--- config.mk ---
export PLATFORM = sky130hd
export DESIGN_NAME = decode_stage
export DESIGN_NICKNAME = d
export VERILOG_FILES = /design/src/rtl/decode_stage.sv
export SDC_FILE = /design/constraint.sdc
export NUM_CORES = 1
export LEC_CHECK = 0
export CAP_MARGIN = 20
export CELL_PAD_IN_SITES_DETAIL_PLACEMENT = 0
export CELL_PAD_IN_SITES_GLOBAL_PLACEMENT = 1
export CORE_MARGIN = 3
export CORE_UTILIZATION = 39
export CTS_BUF_LIST = sky130_fd_sc_hd__clkbuf_8
export DETAILED_ROUTE_END_ITERATION = 8
export PLACE_DENSITY_LB_ADDON = 0.1
export SYNTH_ARGS = -nofsm -noshare
export SYNTH_HDL_FRONTEND = slang
export SYNTH_SLANG_ARGS = --single-unit
--- constraint.sdc ---
create_clock -name clk -period 12.64 [get_ports clk]
set_input_delay 2.528 -clock clk [delete_from_list [all_inputs] [get_ports clk]]
set_output_delay 2.528 -clock clk [all_outputs]
set_load 0.02 [all_outputs]
--- src/rtl/decode_stage.sv ---
// decode_stage: registered RV32/RV64 decode stage, valid/ready with 2-entry skid buffer.
// Optional perf counters enabled by defining DECODE_STAGE_PERF_EN.
module decode_stage #(
    parameter int XLEN = 64,
    parameter int PC_W = XLEN
) (
    input  logic            clk,
    input  logic            rst,
    input  logic            flush,
    input  logic            in_valid,
    output logic            in_ready,
    input  logic [31:0]     in_instr,
    input  logic [PC_W-1:0] in_pc,
    output logic            out_valid,
    input  logic            out_ready,
    output logic [PC_W-1:0] out_pc,
    output logic [6:0]      out_opcode,
    output logic [4:0]      out_rd,
    output logic [2:0]      out_funct3,
    output logic [4:0]      out_rs1,
    output logic [4:0]      out_rs2,
    output logic [6:0]      out_funct7,
    output logic [XLEN-1:0] out_imm,
    output logic [2:0]      out_fmt,
    output logic            out_illegal
`ifdef DECODE_STAGE_PERF_EN
    ,
    output logic [31:0]     perf_decoded,
    output logic [31:0]     perf_illegal
`endif
);

    localparam logic [2:0] FMT_R    = 3'd0;
    localparam logic [2:0] FMT_I    = 3'd1;
    localparam logic [2:0] FMT_S    = 3'd2;
    localparam logic [2:0] FMT_B    = 3'd3;
    localparam logic [2:0] FMT_U    = 3'd4;
    localparam logic [2:0] FMT_J    = 3'd5;
    localparam logic [2:0] FMT_NONE = 3'd7;

    typedef struct packed {
        logic [PC_W-1:0] pc;
        logic [31:0]     instr;
        logic [XLEN-1:0] imm;
        logic [2:0]      fmt;
        logic            illegal;
    } entry_t;

    function automatic entry_t decode(
        input logic [31:0]     ins,
        input logic [PC_W-1:0] pc
    );
        entry_t      e;
        logic [31:0] imm32;
        logic [XLEN-1:0] imm;
        imm32     = '0;
        e.pc      = pc;
        e.instr   = ins;
        e.fmt     = FMT_NONE;
        e.illegal = 1'b0;
        case (ins[6:0])
            7'b0110011, 7'b0111011: e.fmt = FMT_R;
            7'b0010011, 7'b0011011, 7'b0000011,
            7'b1100111, 7'b1110011, 7'b0001111: begin
                e.fmt = FMT_I;
                imm32 = {{20{ins[31]}}, ins[31:20]};
            end
            7'b0100011: begin
                e.fmt = FMT_S;
                imm32 = {{20{ins[31]}}, ins[31:25], ins[11:7]};
            end
            7'b1100011: begin
                e.fmt = FMT_B;
                imm32 = {{19{ins[31]}}, ins[31], ins[7],
                         ins[30:25], ins[11:8], 1'b0};
            end
            7'b0110111, 7'b0010111: begin
                e.fmt = FMT_U;
                imm32 = {ins[31:12], 12'b0};
            end
            7'b1101111: begin
                e.fmt = FMT_J;
                imm32 = {{11{ins[31]}}, ins[31], ins[19:12],
                         ins[20], ins[30:21], 1'b0};
            end
            default: e.illegal = 1'b1;
        endcase
        if (ins[1:0] != 2'b11)
            e.illegal = 1'b1;
        // word ops and 6-bit shamts only exist on RV64
        if (XLEN == 32) begin
            if (ins[6:0] == 7'b0011011 || ins[6:0] == 7'b0111011)
                e.illegal = 1'b1;
            if (ins[6:0] == 7'b0010011 && ins[13:12] == 2'b01 && ins[25])
                e.illegal = 1'b1;
        end
        imm       = {XLEN{imm32[31]}};
        imm[31:0] = imm32;
        e.imm     = imm;
        return e;
    endfunction

    entry_t main_q, main_d;
    entry_t skid_q, skid_d;
    logic   main_valid_q, main_valid_d;
    logic   skid_valid_q, skid_valid_d;
    logic   accept;
    logic   drain;
    entry_t in_dec;

    assign in_ready  = !skid_valid_q && !flush;
    assign accept    = in_valid && in_ready;
    assign out_valid = main_valid_q;
    assign drain     = !main_valid_q || out_ready;
    assign in_dec    = decode(in_instr, in_pc);

    always_comb begin
        main_d       = main_q;
        skid_d       = skid_q;
        main_valid_d = main_valid_q;
        skid_valid_d = skid_valid_q;
        if (flush) begin
            main_valid_d = 1'b0;
            skid_valid_d = 1'b0;
        end else if (drain) begin
            if (skid_valid_q) begin
                main_d       = skid_q;
                main_valid_d = 1'b1;
                skid_valid_d = 1'b0;
            end else if (accept) begin
                main_d       = in_dec;
                main_valid_d = 1'b1;
            end else begin
                main_valid_d = 1'b0;
            end
        end else if (accept) begin
            skid_d       = in_dec;
            skid_valid_d = 1'b1;
        end
    end

    always_ff @(posedge clk or posedge rst) begin
        if (rst) begin
            main_q       <= '0;
            skid_q       <= '0;
            main_valid_q <= 1'b0;
            skid_valid_q <= 1'b0;
        end else begin
            main_q       <= main_d;
            skid_q       <= skid_d;
            main_valid_q <= main_valid_d;
            skid_valid_q <= skid_valid_d;
        end
    end

    assign out_pc      = main_q.pc;
    assign out_opcode  = main_q.instr[6:0];
    assign out_rd      = main_q.instr[11:7];
    assign out_funct3  = main_q.instr[14:12];
    assign out_rs1     = main_q.instr[19:15];
    assign out_rs2     = main_q.instr[24:20];
    assign out_funct7  = main_q.instr[31:25];
    assign out_imm     = main_q.imm;
    assign out_fmt     = main_q.fmt;
    assign out_illegal = main_q.illegal;

`ifdef DECODE_STAGE_PERF_EN
    logic [31:0] perf_decoded_q;
    logic [31:0] perf_illegal_q;

    always_ff @(posedge clk or posedge rst) begin
        if (rst) begin
            perf_decoded_q <= '0;
            perf_illegal_q <= '0;
        end else if (main_valid_q && out_ready) begin
            perf_decoded_q <= perf_decoded_q + 32'd1;
            if (main_q.illegal)
                perf_illegal_q <= perf_illegal_q + 32'd1;
        end
    end

    assign perf_decoded = perf_decoded_q;
    assign perf_illegal = perf_illegal_q;
`endif

endmodule

==> impl_metrics.yaml <==
run_status:
  status: "finished, final reports clean"
placed_design:
  gp_congestion: 0.763
  numPortBuffers: 266
  pre_cts_ws_ns: 6.05
  dp_hpwl_mm: 19.6
  dp.cells: 1784
sta:
  period_needed_ns: 6.58
  tns_ns: 0
  worstMarginPinSlew_ns: 1.08
  relSlewSlack: 0.277
  whs_ns: 0.470
  fmax_ghz: 0.152
  rsz0062_at_grt: "no"
  slew_violations: 0
  clock-skew-final_ns: 0.0203
  hold_viol: 0
  setup_viol: 0
  period_share: 0.520
  setup_ws_ns: 6.06
logic_synthesis:
  syn_area_per_cell_um2: 9.43
  synth_top_family_by_area: "simple AND/OR/NAND/NOR gates"
  synth_cells: 1240
  yosys_warnings: 0
  syn_area_um2: 11700
  synthAdderAreaFrac: 0
  ys_types: 51
  yosysSeqAreaShare: 0.569
  synth_simple_gate_area_frac: 0.186
  ys_ff_latch: 266
  synth_compound_area_frac: 0.108
  synth.area.mux_share: 0.0822
  async_reset_ff_frac: 1.00
  ys.flop_type: "dfrtp_1"
  synth_fp_nets: 1341
  synth-edff-count: 0
  synth-xor-area-share: 0
floorplan:
  fp.coreArea_um2: 29100
  die_w_um: 179
  initial_core_util: 0.402
  std_cell_rows: 62
  die_area_um2: 32100
  die_h_um: 179
  ios: 267
drt:
  drt_iter0_markers: 682
  antenna_left: 0
  drt_wl_total_mm: 31.1
  vias: 9222
  wl_per_cell_um: 16.7
  drt_first_pass_iters: 8
  vias_per_cell: 4.97
  drc: 0
cts:
  htree_num_levels: 2
  postCtsSetupBuffers: 0
  cts_sinks: 266
  tritoncts: "yes"
  ctsRootBufferMaster: "clkbuf_8"
  cts.reportedPaths.clkPinSlew_ns: 0.06
  ctsHoldBuffers: 0
  worstSkewPairLatency_ns: 0.56
  clock_path_buffers: 3
  cts_resized: 0
  cts_buffers: 47
global_routing:
  grt_max_degree: 101
  grt_usage: 0.192
  first_global_vias: 9065
  antenna_found_initial: 0
  grt.overflow.total: 0
  grt_pass1_wl_mm: 49.2
worst_setup_path:
  worstPathArrival_ns: 4.05
  worst-path-buf-inv: 2
  crit_type: "input port to output pin"
  endpoint_kind: "output pin"
  max_stage_delay_ns: 0.69
  cp_slowest_cell: "clkdlybuf4s50_1"
  cp_cell_sequence: "clkdlybuf4s50_1, nor2_1, clkdlybuf4s50_1"
  cp.required_ns: 10.11
  crit_top_cell: "clkdlybuf4s50_1"
  critPathTopFamily: "buffers and inverters"
  reg2reg_to: "out_opcode[3]$_DFFE_PP0P_"
  setup.worst_path.start_class: "input port"
  r2r_start: "skid_valid_q$_DFFE_PP0P_"
  regToRegSetupSlack_ns: 8.90
  worstRegToRegCells: 6
  cp_max_fo: 5
layout:
  final_common_cell: "nand2_1"
  drive_gt1_frac: 0.0523
  layout_common_cells: "nand2_1 (420), clkdlybuf4s50_1 (266), dfrtp_1 (265)"
  n_antenna_cell: 0
  area_growth_pct: 29.6
  stdcell_count: 1856
  nNetsFinal: 1550
min_path:
  holdPathEnd: "skid_q[157]$_DFFE_PP0P_"
  min_path_type: "flop to flop"
  whs_path_depth: 2
  hp-start: "skid_q[157]$_DFFE_PP0P_"
flow_run:
  drv_cap: 0
power:
  vdd_drop_max_mv: 0.0721
  power_density_nw_per_um2: 152
  p_leak_uw: 0.00667
  power.total_uw: 2300
-- state kept, by name (all words and copies together), names as in the netlist --
signal,flops
skid_q,132
out_pc,64
out_imm,32
out_funct7,7
out_opcode,7
out_rd,5
out_rs1,5
out_rs2,5
out_fmt,3
out_funct3,3
out_illegal,1
out_valid,1
skid_valid_q,1
-- synth_stat cells (4+ instances only) --
cell type,n,share of area
a21oi_1,55,0.024
a221oi_1,6,0.0045
a22o_1,6,0.0045
a22oi_1,4,0.0026
and3_1,4,0.0021
buf_2,22,0.0094
buf_4,38,0.024
clkbuf_1,54,0.017
dfrtp_1,266,0.57
inv_1,5,0.0016
mux2i_1,96,0.082
nand2_1,420,0.13
nand3_1,7,0.0030
nor2_1,46,0.015
nor2b_1,4,0.0021
nor3_1,5,0.0021
o21ai_0,129,0.055
o22ai_1,5,0.0027
or3_1,25,0.013
-- stage by stage --
stage	util	area, um2
3_5_place_dp	0.493	14300
4_1_cts	0.521	15100
6_report	0.521	15100
2_1_floorplan	-	11700
5_1_grt	0.521	15100
3_3_place_gp	0.493	14300
-- layer usage --
layer,vias to the layer above,track usage,part of all wire
li1,4499,-,-
met5,-,0,0
met3,48,0.0443,0.071
met4,0,0.0551,0.020
met1,4378,0.267,0.46
met2,297,0.302,0.45
-- worst max-delay path by stage --
stage / startpoint / end / cells past startpoint
after CTS: flush / in_ready / 3
after floorplan: rst / out_fmt[0]$_DFFE_PP0P_ / 1
after global placement: flush / in_ready / 3
after global routing: flush / in_ready / 3
final: flush / in_ready / 3
after detailed placement: flush / in_ready / 3
-- kinds of logic (layout without fill, tap and decap cells) --
logic type / count (synthesis) / in the layout
mux: 96 / 96
flops: 266 / 266
simple gates: 532 / 532
buf+inv: 121 / 353
compound gates: 225 / 225
-- power by group --
| group | switching (uW) | leakage, uW | total (uW) | internal [uW] |
|---|---|---|---|---|
| Sequential | 83.1 | 0.00331 | 1090 | 1010 |
| Clock | 332 | 0.000478 | 714 | 382 |
| Combinational | 267 | 0.00288 | 494 | 228 |
| Total | 682 | 0.00667 | 2300 | 1620 |
-- worst min-delay path, cell delays in order, from the launching register on --
cell and delay (ns):
dfrtp_1 0.34, nand2_1 0.05, nand2_1 0.05
-- final cells by class --
type	count	area, um2
clock buffers	54	743
clock inverters	18	76.3
repair buffers	276	2740
fillers	2741	13900
multi-input cells	853	4420
inverters	5	26.3
well taps	384	480
flip-flops and latches	266	6660
No activity file was read; power rests on OpenSTA's default activity.
